--- src/rtl/mem_pkg.sv ---
`default_nettype none
// ============================================================================
// Module   : mem_pkg
// Purpose  : Shared codes for the memory stage: funct3 sizes, writeback
//            selects, FSM states and the misalignment predicate.
// Revision : 1.0 - initial release
// ============================================================================
package mem_pkg;

    localparam logic [2:0] c_F3_B  = 3'b000;
    localparam logic [2:0] c_F3_H  = 3'b001;
    localparam logic [2:0] c_F3_W  = 3'b010;
    localparam logic [2:0] c_F3_BU = 3'b100;
    localparam logic [2:0] c_F3_HU = 3'b101;

    localparam logic [1:0] c_SEL_ALU = 2'b00;
    localparam logic [1:0] c_SEL_MEM = 2'b01;
    localparam logic [1:0] c_SEL_PC4 = 2'b10;

    typedef enum logic [0:0] {
        IDLE = 1'b0,
        WAIT = 1'b1
    } state_t;

    function automatic logic is_misaligned(input logic [2:0] f3, input logic [1:0] lo);
        logic r;
        r = 1'b0;
        case (f3)
            c_F3_H, c_F3_HU: r = lo[0];
            c_F3_W:          r = (lo != 2'b00);
            default:         r = 1'b0;
        endcase
        return r;
    endfunction

endpackage
`default_nettype wire

--- src/rtl/mem_stage_lsu_align.sv ---
`default_nettype none
// ============================================================================
// Module   : lsu_align
// Purpose  : Combinational store lane/byte-enable generation and load
//            extraction with sign/zero extension.
// Revision : 1.0 - initial release
// ============================================================================
module lsu_align
    import mem_pkg::*;
(
    input  logic [1:0]  i_addr_lo,
    input  logic [2:0]  i_funct3,
    input  logic [31:0] i_store_data,
    input  logic [31:0] i_load_data,
    output logic [3:0]  o_be,
    output logic [31:0] o_wdata,
    output logic [31:0] o_load_val
);

    logic [31:0] w_shifted;

    assign w_shifted = i_load_data >> {i_addr_lo, 3'b000};

    always_comb begin
        o_be    = 4'b1111;
        o_wdata = i_store_data;
        case (i_funct3[1:0])
            2'b00: begin
                o_be    = 4'b0001 << i_addr_lo;
                o_wdata = {4{i_store_data[7:0]}};
            end
            2'b01: begin
                o_be    = 4'b0011 << {i_addr_lo[1], 1'b0};
                o_wdata = {2{i_store_data[15:0]}};
            end
            default: begin
                o_be    = 4'b1111;
                o_wdata = i_store_data;
            end
        endcase
    end

    // Word loads ignore the low address bits (they are masked, not shifted).
    always_comb begin
        o_load_val = i_load_data;
        case (i_funct3)
            c_F3_B:  o_load_val = {{24{w_shifted[7]}}, w_shifted[7:0]};
            c_F3_H:  o_load_val = {{16{w_shifted[15]}}, w_shifted[15:0]};
            c_F3_BU: o_load_val = {24'd0, w_shifted[7:0]};
            c_F3_HU: o_load_val = {16'd0, w_shifted[15:0]};
            default: o_load_val = i_load_data;
        endcase
    end

endmodule
`default_nettype wire

--- src/rtl/mem_stage.sv ---
`default_nettype none
// ============================================================================
// Module   : mem_stage
// Purpose  : Pipeline memory stage: branch resolution, request/ready data
//            port with stall FSM, and the MEM/WB register.
//            Optional macro MEM_MISALIGN_TRAP_EN suppresses misaligned H/W
//            accesses and pulses misalign_o.
// Revision : 1.0 - initial release
// ============================================================================
module mem_stage
    import mem_pkg::*;
#(
    parameter int DATA_WIDTH = 32,
    parameter int ADDR_WIDTH = 32
) (
    input  logic                  clk,
    input  logic                  rst,
    input  logic [31:0]           MEM_pc_i,
    input  logic [DATA_WIDTH-1:0] MEM_alu_result_i,
    input  logic [DATA_WIDTH-1:0] MEM_rs2_data_i,
    input  logic [4:0]            MEM_rd_add_i,
    input  logic [1:0]            MEM_sel_to_reg_i,
    input  logic                  MEM_regwrite_i,
    input  logic                  MEM_RD_mem_i,
    input  logic                  MEM_WR_mem_i,
    input  logic [3:0]            MEM_mem_op_i,
    input  logic                  MEM_zero_i,
    input  logic                  MEM_branch_i,
    input  logic                  MEM_jump_i,
    input  logic [31:0]           MEM_pc_dest_i,
    output logic                  dmem_req_o,
    output logic                  dmem_we_o,
    output logic [ADDR_WIDTH-1:0] dmem_addr_o,
    output logic [3:0]            dmem_be_o,
    output logic [DATA_WIDTH-1:0] dmem_wdata_o,
    input  logic [DATA_WIDTH-1:0] dmem_rdata_i,
    input  logic                  dmem_ready_i,
    output logic                  stall_o,
    output logic                  pc_src_o,
    output logic [31:0]           pc_dest_o,
    output logic [DATA_WIDTH-1:0] MEM_fwd_data_o,
    output logic [4:0]            WB_rd_add_o,
    output logic                  WB_regwrite_o,
    output logic [DATA_WIDTH-1:0] WB_wdata_o,
    output logic                  misalign_o
);

    state_t      r_state, w_next;

    logic [31:0] r_alu, r_wdata, r_pc;
    logic [3:0]  r_be;
    logic        r_we, r_rw;
    logic [2:0]  r_f3;
    logic [4:0]  r_rd;
    logic [1:0]  r_sel;

    logic [4:0]  r_wb_rd;
    logic        r_wb_rw;
    logic [31:0] r_wb_data;

    logic        w_acc, w_mis, w_issue, w_wait, w_wb_en, w_unused;
    logic [1:0]  w_lo, w_sel;
    logic [2:0]  w_f3;
    logic [3:0]  w_st_be;
    logic [31:0] w_st_wdata, w_load_val, w_alu, w_pc, w_wb_data;
    logic [4:0]  w_rd;

    assign w_unused = &{1'b0, MEM_mem_op_i[3]};

    assign w_acc  = MEM_RD_mem_i | MEM_WR_mem_i;
    assign w_wait = (r_state == WAIT);

`ifdef MEM_MISALIGN_TRAP_EN
    logic r_mis;
    assign w_mis      = w_acc & is_misaligned(MEM_mem_op_i[2:0], MEM_alu_result_i[1:0]);
    assign misalign_o = r_mis;
    always_ff @(posedge clk) begin
        if (rst) r_mis <= 1'b0;
        else     r_mis <= ~w_wait & w_mis;
    end
`else
    assign w_mis      = 1'b0;
    assign misalign_o = 1'b0;
`endif

    assign w_issue = w_acc & ~w_mis;

    // While waiting, load extraction must follow the latched access, not the
    // (frozen but conceptually unowned) EX/MEM inputs.
    assign w_lo = w_wait ? r_alu[1:0] : MEM_alu_result_i[1:0];
    assign w_f3 = w_wait ? r_f3 : MEM_mem_op_i[2:0];

    lsu_align u_lsu_align (
        .i_addr_lo    (w_lo),
        .i_funct3     (w_f3),
        .i_store_data (MEM_rs2_data_i),
        .i_load_data  (dmem_rdata_i),
        .o_be         (w_st_be),
        .o_wdata      (w_st_wdata),
        .o_load_val   (w_load_val)
    );

    assign pc_src_o       = ~rst & (MEM_jump_i | (MEM_branch_i & MEM_zero_i));
    assign pc_dest_o      = MEM_pc_dest_i;
    assign MEM_fwd_data_o = MEM_alu_result_i;

    always_comb begin
        w_next       = r_state;
        dmem_req_o   = 1'b0;
        dmem_we_o    = 1'b0;
        dmem_addr_o  = {MEM_alu_result_i[ADDR_WIDTH-1:2], 2'b00};
        dmem_be_o    = 4'b0000;
        dmem_wdata_o = w_st_wdata;
        stall_o      = 1'b0;
        w_wb_en      = 1'b0;
        if (!rst) begin
            case (r_state)
                IDLE: begin
                    w_wb_en = MEM_regwrite_i & ~MEM_WR_mem_i & ~w_mis;
                    if (w_issue) begin
                        dmem_req_o = 1'b1;
                        dmem_we_o  = MEM_WR_mem_i;
                        dmem_be_o  = w_st_be;
                        if (!dmem_ready_i) begin
                            stall_o = 1'b1;
                            w_wb_en = 1'b0;
                            w_next  = WAIT;
                        end
                    end
                end
                WAIT: begin
                    dmem_req_o   = 1'b1;
                    dmem_we_o    = r_we;
                    dmem_addr_o  = {r_alu[ADDR_WIDTH-1:2], 2'b00};
                    dmem_be_o    = r_be;
                    dmem_wdata_o = r_wdata;
                    if (dmem_ready_i) begin
                        w_wb_en = r_rw;
                        w_next  = IDLE;
                    end else begin
                        stall_o = 1'b1;
                    end
                end
                default: w_next = IDLE;
            endcase
        end
    end

    assign w_rd  = w_wait ? r_rd  : MEM_rd_add_i;
    assign w_sel = w_wait ? r_sel : MEM_sel_to_reg_i;
    assign w_alu = w_wait ? r_alu : MEM_alu_result_i;
    assign w_pc  = w_wait ? r_pc  : MEM_pc_i;

    always_comb begin
        w_wb_data = w_alu;
        case (w_sel)
            c_SEL_MEM: w_wb_data = w_load_val;
            c_SEL_PC4: w_wb_data = w_pc + 32'd4;
            default:   w_wb_data = w_alu;
        endcase
    end

    always_ff @(posedge clk) begin
        if (rst) begin
            r_state   <= IDLE;
            r_wb_rd   <= 5'd0;
            r_wb_rw   <= 1'b0;
            r_wb_data <= 32'd0;
        end else begin
            r_state   <= w_next;
            r_wb_rd   <= w_rd;
            r_wb_rw   <= w_wb_en;
            r_wb_data <= w_wb_data;
        end
    end

    always_ff @(posedge clk) begin
        if (rst) begin
            r_we <= 1'b0;
            r_rw <= 1'b0;
        end else if (!w_wait && w_issue && !dmem_ready_i) begin
            r_alu   <= MEM_alu_result_i;
            r_be    <= w_st_be;
            r_wdata <= w_st_wdata;
            r_we    <= MEM_WR_mem_i;
            r_rw    <= MEM_regwrite_i & ~MEM_WR_mem_i;
            r_f3    <= MEM_mem_op_i[2:0];
            r_rd    <= MEM_rd_add_i;
            r_sel   <= MEM_sel_to_reg_i;
            r_pc    <= MEM_pc_i;
        end
    end

    assign WB_rd_add_o   = r_wb_rd;
    assign WB_regwrite_o = r_wb_rw;
    assign WB_wdata_o    = r_wb_data;

endmodule
`default_nettype wire

--- config.mk ---
export PLATFORM = sky130hd
export DESIGN_NAME = mem_stage
export DESIGN_NICKNAME = d
export VERILOG_FILES = /design/src/rtl/mem_pkg.sv /design/src/rtl/mem_stage_lsu_align.sv /design/src/rtl/mem_stage.sv
export SDC_FILE = /design/constraint.sdc
export NUM_CORES = 1
export LEC_CHECK = 0
export CORE_MARGIN = 3
export CORE_UTILIZATION = 30
export CTS_BUF_LIST = sky130_fd_sc_hd__clkbuf_8
export DETAILED_ROUTE_END_ITERATION = 10
export PLACE_DENSITY = 0.6
export SYNTH_ARGS = -nofsm -noshare
export SYNTH_HDL_FRONTEND = slang
export SYNTH_SLANG_ARGS = --single-unit
export TNS_END_PERCENT = 5
--- constraint.sdc ---
create_clock -name clk -period 9.2 [get_ports clk]
set_input_delay 1.84 -clock clk [delete_from_list [all_inputs] [get_ports clk]]
set_output_delay 1.84 -clock clk [all_outputs]
set_load 0.03 [all_outputs]
==> results of run 1 <==
[critical path, stage by stage]
cell	delay [ns]
clkdlybuf4s50_1	0.45
buf_4	0.39
nand2b_2	0.53
buf_4	0.57
mux2_2	0.41
clkdlybuf4s50_1	0.60
[worst max path at each step]
stage / from / to / slack [ns] / depth (start not counted)
after floorplan: rst / r_alu[0] / 1.63 / 3
after global placement: rst / dmem_wdata_o[11] / 2.43 / 6
after detailed placement: rst / dmem_wdata_o[11] / 2.45 / 6
after CTS: rst / dmem_wdata_o[11] / 2.43 / 6
after global routing: rst / dmem_wdata_o[23] / 2.33 / 7
final: rst / dmem_wdata_o[11] / 2.51 / 6
[registers in the layout, indices dropped and copies added, names as in the netlist, 2 cells and up]
name	count
WB_wdata_o	32
r_alu	32
r_pc	32
r_wdata	32
WB_rd_add_o	5
r_rd	5
r_be	4
r_f3	3
r_sel	2
[final cells by class]
class	count	share of cell area, %
flip-flops and latches	151	33.4
inverters	9	0.274
clock buffers	17	1.90
repair buffers	295	23.7
well taps	390	3.95
multi-input cells	668	35.2
diodes	2	0.0405
clock inverters	15	1.42
[per-layer routing]
layer  part of all wire [%]  up-vias  global-route usage [%]
met5                   0.14        -                       0
met4                    2.0        8                    4.91
met3                    6.7       44                    5.14
met2                     48      276                    29.7
met1                     43     3756                    23.5
li1                       -     3713                       -
[cell usage after synthesis (all sizes together) (13+ instances only)]
cell type and number:
o221ai 19, edfxtp 110, a31oi 25, nand3 14
dfxtp 41, a221oi 18, o21ai 18, nor3 13
nand2 244, xor2 14, nor2 64, mux2 47
buf 93, mux2i 49, a21oi 29, clkbuf 32
[power groups by stage]
stage / sequential [mW] / clock, mW / combinational [mW]
CTS: 0.789 / 0.577 / 0.562
global placement: 0.804 / 0 / 0.558
floorplan: 0.841 / 0 / 0.311
detailed placement: 0.805 / 0 / 0.559
finish: 0.789 / 0.558 / 0.558
global route: 0.793 / 0.602 / 0.595
[cell families after synthesis]
| group | Yosys count | synth area share [%] |
|---|---|---|
| simple gates | 384 | 19.0 |
| compound gates | 160 | 13.5 |
| flops | 151 | 44.3 |
| buf+inv | 134 | 9.24 |
| mux | 96 | 11.4 |
| xor+xnor | 22 | 2.07 |
| fa+ha+maj | 3 | 0.404 |
| other cells | 1 | 0.0403 |
[stage by stage]
step | util (%) | setup slack, ns | power [mW] | hold WS [ns]
3_5_place_dp | 39.6 | 2.45 | 1.36 | 0.466
3_3_place_gp | 39.6 | 2.43 | 1.36 | 0.456
5_1_grt | 41.0 | 2.33 | 1.99 | 0.525
2_1_floorplan | - | 1.63 | 1.15 | 0.444
4_1_cts | 41.0 | 2.43 | 1.93 | 0.478
6_report | 41.0 | 2.51 | 1.91 | 0.484
==> reports/qor.txt, run 1 <==
Status -> finished, final reports clean
Final antenna-violating net count -> 0
Async SR Flop Fraction -> 0%
Vias per cell -> 5.04
Worst-Skew Late Latency -> 0.47 ns
CP Data Arrival Time -> 4.85 ns
Switching share of power -> 33.0%
Register-to-register setup slack -> 4.98 ns
Post-CTS sizing -> 0
Count of final hold-check violations -> 0
Syn-to-layout area delta -> 32.7%
Worst IR Drop VDD -> 0.0925 mV
Avg WL per Cell -> 20.1 um
Sw power -> 629 uW
Number of flops mapped to enable cells by yosys -> 110
WP data required -> 7.36 ns
Post-Layout Cell Count -> 1547
Initial Util -> 30.9%
Hold path depth -> 2
First-pass GRT wire length -> 46.7 mm
CTS tree -> yes
Crit path time final -> 6.69 ns
Fin. max-slew vios -> 0
GRT Resource Usage Total -> 18.1%
Crit. End Element -> primary output
Clk pwr share -> 29.3%
WS Path Type -> in2out
Worst R2R Path Depth -> 10
Initial antenna violation count -> 6
Via count -> 7797
Initial DRC Count -> 482
Register area share after synthesis -> 44.3%
MaxCap Viol Count -> 0
Clock Skew -> 0.0267 ns
Achievable Freq -> 0.149 GHz
Sequential share of power -> 41.4%
Startpoint Class -> primary input
DRT Wirelength -> 31.2 mm
Storage cell area -> 4130 sq um
P_int -> 1.28 mW
Die X -> 182 um
Die ar. -> 33200 sq um
Start point of the worst hold path -> r_rw
Setup bufs post-CTS -> 0
Post-route clock period utilization -> 72.7%
Setup-failing EPs final -> 0
CTS Buf Count -> 17
Chip Height -> 182 um
Vias in the first global route -> 7654
RR Startpoint -> r_state
Area taken by multi-input logic gates -> 4350 sq um
Power share of the combinational group -> 29.3%
Top_reg_cell synth -> edfxtp_1
Final HPWL DP -> 22.6 mm
Worst Hold Path EP -> r_rw
HP Class -> reg2reg
Seq cells post-synth -> 151
Yosys warns -> 0
Drt pass-1 iters -> 7
Syn avg cell area -> 9.78 sq um
Area after DPL -> 11900 sq um
Yosys top cell area share -> 35.5%
Cells taking the most area after synthesis -> edfxtp_1 (36%), nand2_1 (9.8%), dfxtp_1 (8.8%)
Port buffer count -> 286
Synthesized area -> 9300 sq um
CTS root buffer -> clkbuf_8
Row cnt -> 63
Residual DRC -> 0
Reg clk slew, reported paths -> 0.09 ns
PwrDens -> 154 nW/um^2
I/O pin cnt -> 355
Synth area leader -> edfxtp_1
Routability cong. -> 0.869
Most common cell after layout, fill and taps aside -> clkdlybuf4s50_1
Max Root-Sink Buffers -> 2
Largest net degree at the start of global routing -> 75
Cell total after placement -> 1513
Commonest cells after routing, fill and taps aside -> clkdlybuf4s50_1 (286), nand2_1 (244), edfxtp_1 (110), nor2_1 (62)
Hold bufs inserted after CTS -> 0
Lkg Pwr -> 4.44 nW
Synth unique cells -> 70
Share of layout cells above drive strength 1 -> 11.3%
# nets final -> 1325
Fill cell count -> 3005
Grt total ovfl -> 0
Worst-margin pin slew -> 1.03 ns
Core area -> 30100 sq um
R2R Path End -> WB_wdata_o[20]
Clock Sinks -> 151
RSZ-0062 raised after global routing -> false
Setup TNS -> 0 ns
# H-tree levels -> 4
Crit path max fanout -> 49
Synth Instances -> 951
Final Cell Area -> 12300 sq um
Slew headroom -> 31.5%
Note: power is estimated with default switching activity, not from simulation.
==> run 2: changes to the inputs <==
==> constraint.sdc (replaced) <==
create_clock -name clk -period 6.3 [get_ports clk]
set_input_delay 1.26 -clock clk [delete_from_list [all_inputs] [get_ports clk]]
set_output_delay 1.26 -clock clk [all_outputs]
set_load 0.03 [all_outputs]
==> run 2 against run 1 <==
  * First-iteration DRC count rose by 34%
  * Power up 47%
  * Worst hold slack improved by 0.0093 ns
  * Critical path depth rose by 2
  * Utilization increased by 0.17 points
  * Global-route usage barely moved
  * Sequential share of layout area down 0.13 points
  * Sequential power is 47% higher
  * Critical endpoint is now dmem_wdata_o[8]
  * Largest power group unchanged
==> reports/qor.txt, run 2 (synthesis results as in run 1) <==
CP Data Arrival Time -> 3.95 ns (-0.90 ns)
Initial Util -> 30.9% (unchanged)
# H-tree levels -> 4 (unchanged)
MaxCap Viol Count -> 0 (unchanged)
Slew headroom -> 42.1% (+11 points)
Register-to-register setup slack -> 2.45 ns (-2.53 ns)
Setup TNS -> 0 ns (unchanged)
Share of layout cells above drive strength 1 -> 11.3% (about the same)
Die ar. -> 33200 sq um (unchanged)
Die X -> 182 um (unchanged)
GRT Resource Usage Total -> 18.1% (about the same)
First-pass GRT wire length -> 46.6 mm (-0.24%)
Largest net degree at the start of global routing -> 93 (+24%)
Vias per cell -> 4.97 (-1.5%)
Max Root-Sink Buffers -> 2 (unchanged)
Setup-failing EPs final -> 0 (unchanged)
Vias in the first global route -> 7637 (-0.22%)
WS Path Type -> in2out
Crit path time final -> 5.21 ns
Final HPWL DP -> 22.9 mm (+1.2%)
Initial DRC Count -> 645 (+34%)
Core area -> 30100 sq um (unchanged)
PwrDens -> 226 nW/um^2 (+46%)
WP data required -> 5.04 ns (-2.32 ns)
RSZ-0062 raised after global routing -> false
Critical path startpoint -> MEM_mem_op_i[0]
Worst-Skew Late Latency -> 0.44 ns (-0.03 ns)
Fill cell count -> 3017 (+0.40%)
Clock Skew -> 0.0142 ns (-0.0125 ns)
Residual DRC -> 0 (unchanged)
Start point of the worst hold path -> r_rw
Worst Hold Path EP -> r_rw
Worst R2R Path Depth -> 9 (-1)
Post-Layout Cell Count -> 1548 (+0.065%)
Hold bufs inserted after CTS -> 0 (unchanged)
R2R Path End -> WB_wdata_o[16]
Setup bufs post-CTS -> 0 (unchanged)
Most common cell after layout, fill and taps aside -> clkdlybuf4s50_1
Avg WL per Cell -> 20.1 um (-0.43%)
Post-route clock period utilization -> 82.8%
Initial antenna violation count -> 4 (-2)
Port buffer count -> 286 (unchanged)
Grt total ovfl -> 0 (unchanged)
Worst IR Drop VDD -> 0.132 mV (+43%)
Worst-margin pin slew -> 0.869 ns (-0.159 ns)
CTS root buffer -> clkbuf_8
Hold path depth -> 2 (unchanged)
Worst setup margin -> 1.09 ns (-1.42 ns)
Count of final hold-check violations -> 0 (unchanged)
Area taken by multi-input logic gates -> 4350 sq um (unchanged)
CTS tree -> yes
Crit path max fanout -> 12 (-76%)
Post-CTS sizing -> 0 (unchanged)
Routability cong. -> 0.875 (+0.62%)
Drt pass-1 iters -> 4 (-3)
Fin. max-slew vios -> 0 (unchanged)
HP Class -> reg2reg
Startpoint Class -> primary input
Lkg Pwr -> 4.46 nW (+0.36%)
Reg clk slew, reported paths -> 0.08 ns (about the same)
# nets final -> 1327 (+0.15%)
CTS Buf Count -> 17 (unchanged)
Status -> finished, final reports clean
DRT Wirelength -> 31.0 mm (-0.37%)
Achievable Freq -> 0.192 GHz
Via count -> 7687 (-1.4%)
Cell total after placement -> 1515 (+0.13%)
Commonest cells after routing, fill and taps aside -> clkdlybuf4s50_1 (286), nand2_1 (244), edfxtp_1 (110), nor2_1 (62)
RR Startpoint -> r_state
Storage cell area -> 4130 sq um (unchanged)
Crit. End Element -> primary output
Chip Height -> 182 um (unchanged)
I/O pin cnt -> 355 (unchanged)
Clock Sinks -> 151 (unchanged)
Final antenna-violating net count -> 0 (unchanged)
Row cnt -> 63 (unchanged)
Syn-to-layout area delta -> 33.3%
Worst slack, placed -> 1.07 ns (-1.38 ns)
-- run 2: cell types whose count changed in the layout (fill, tap and decap cells not counted), sizes merged --
cell / delta
clkinvlp: +1
bufinv: +1
clkinv: +1
inv: -4
buf: +2
-- run 2: through the flow --
step                power, mW  hold WS (ns)  util [%]  cell area [sq um]
detailed placement       1.99         0.474      39.8              12000
finish                   2.80         0.493      41.2              12400
global placement         1.99         0.459      39.8              12000
CTS                      2.83         0.489      41.1              12400
global route             2.93         0.544      41.2              12400
floorplan                1.68         0.444         -               9310
-- run 2: final cells by class --
class / count / share of cell area, %
clock inverter: 14 / 1.49
multi-input combinational: 668 / 35.1
timing repair buffer: 297 / 24.0
antenna: 2 / 0.0404
inverter: 9 / 0.273
sequential: 151 / 33.3
tap: 390 / 3.94
clock buffer: 17 / 1.89
-- run 2: where the power goes --
group          total, mW  switching (mW)  leakage, nW  internal (mW)
registers           1.16          0.0304         1.36           1.13
logic              0.810           0.468         2.89          0.342
clock network      0.830           0.402        0.208          0.427
total               2.80           0.901         4.46           1.90
-- run 2: worst max-delay path: stages --
cell and delay [ns]:
clkdlybuf4s50_1 0.55, nand2b_1 0.09, and2_1 0.15, buf_4 0.19
nand2_1 0.40, mux2_2 0.40, mux2_2 0.27, clkdlybuf4s50_1 0.62
-- run 2: metal layers --
metal  part of all wire, %  track usage [%]
met1                    44             24.2
met2                    47             29.6
met3                   7.2             5.02
met4                   1.1             3.75
met5                 0.052                0
-- run 2: worst max path at each step --
stage / slack [ns] / cells past startpoint / end
after detailed placement: 1.07 / 8 / dmem_wdata_o[12]
after global routing: 0.94 / 8 / dmem_wdata_o[8]
after floorplan: 1.16 / 3 / r_alu[0]
after CTS: 1.06 / 8 / dmem_wdata_o[8]
final: 1.09 / 8 / dmem_wdata_o[8]
after global placement: 1.04 / 8 / dmem_wdata_o[8]
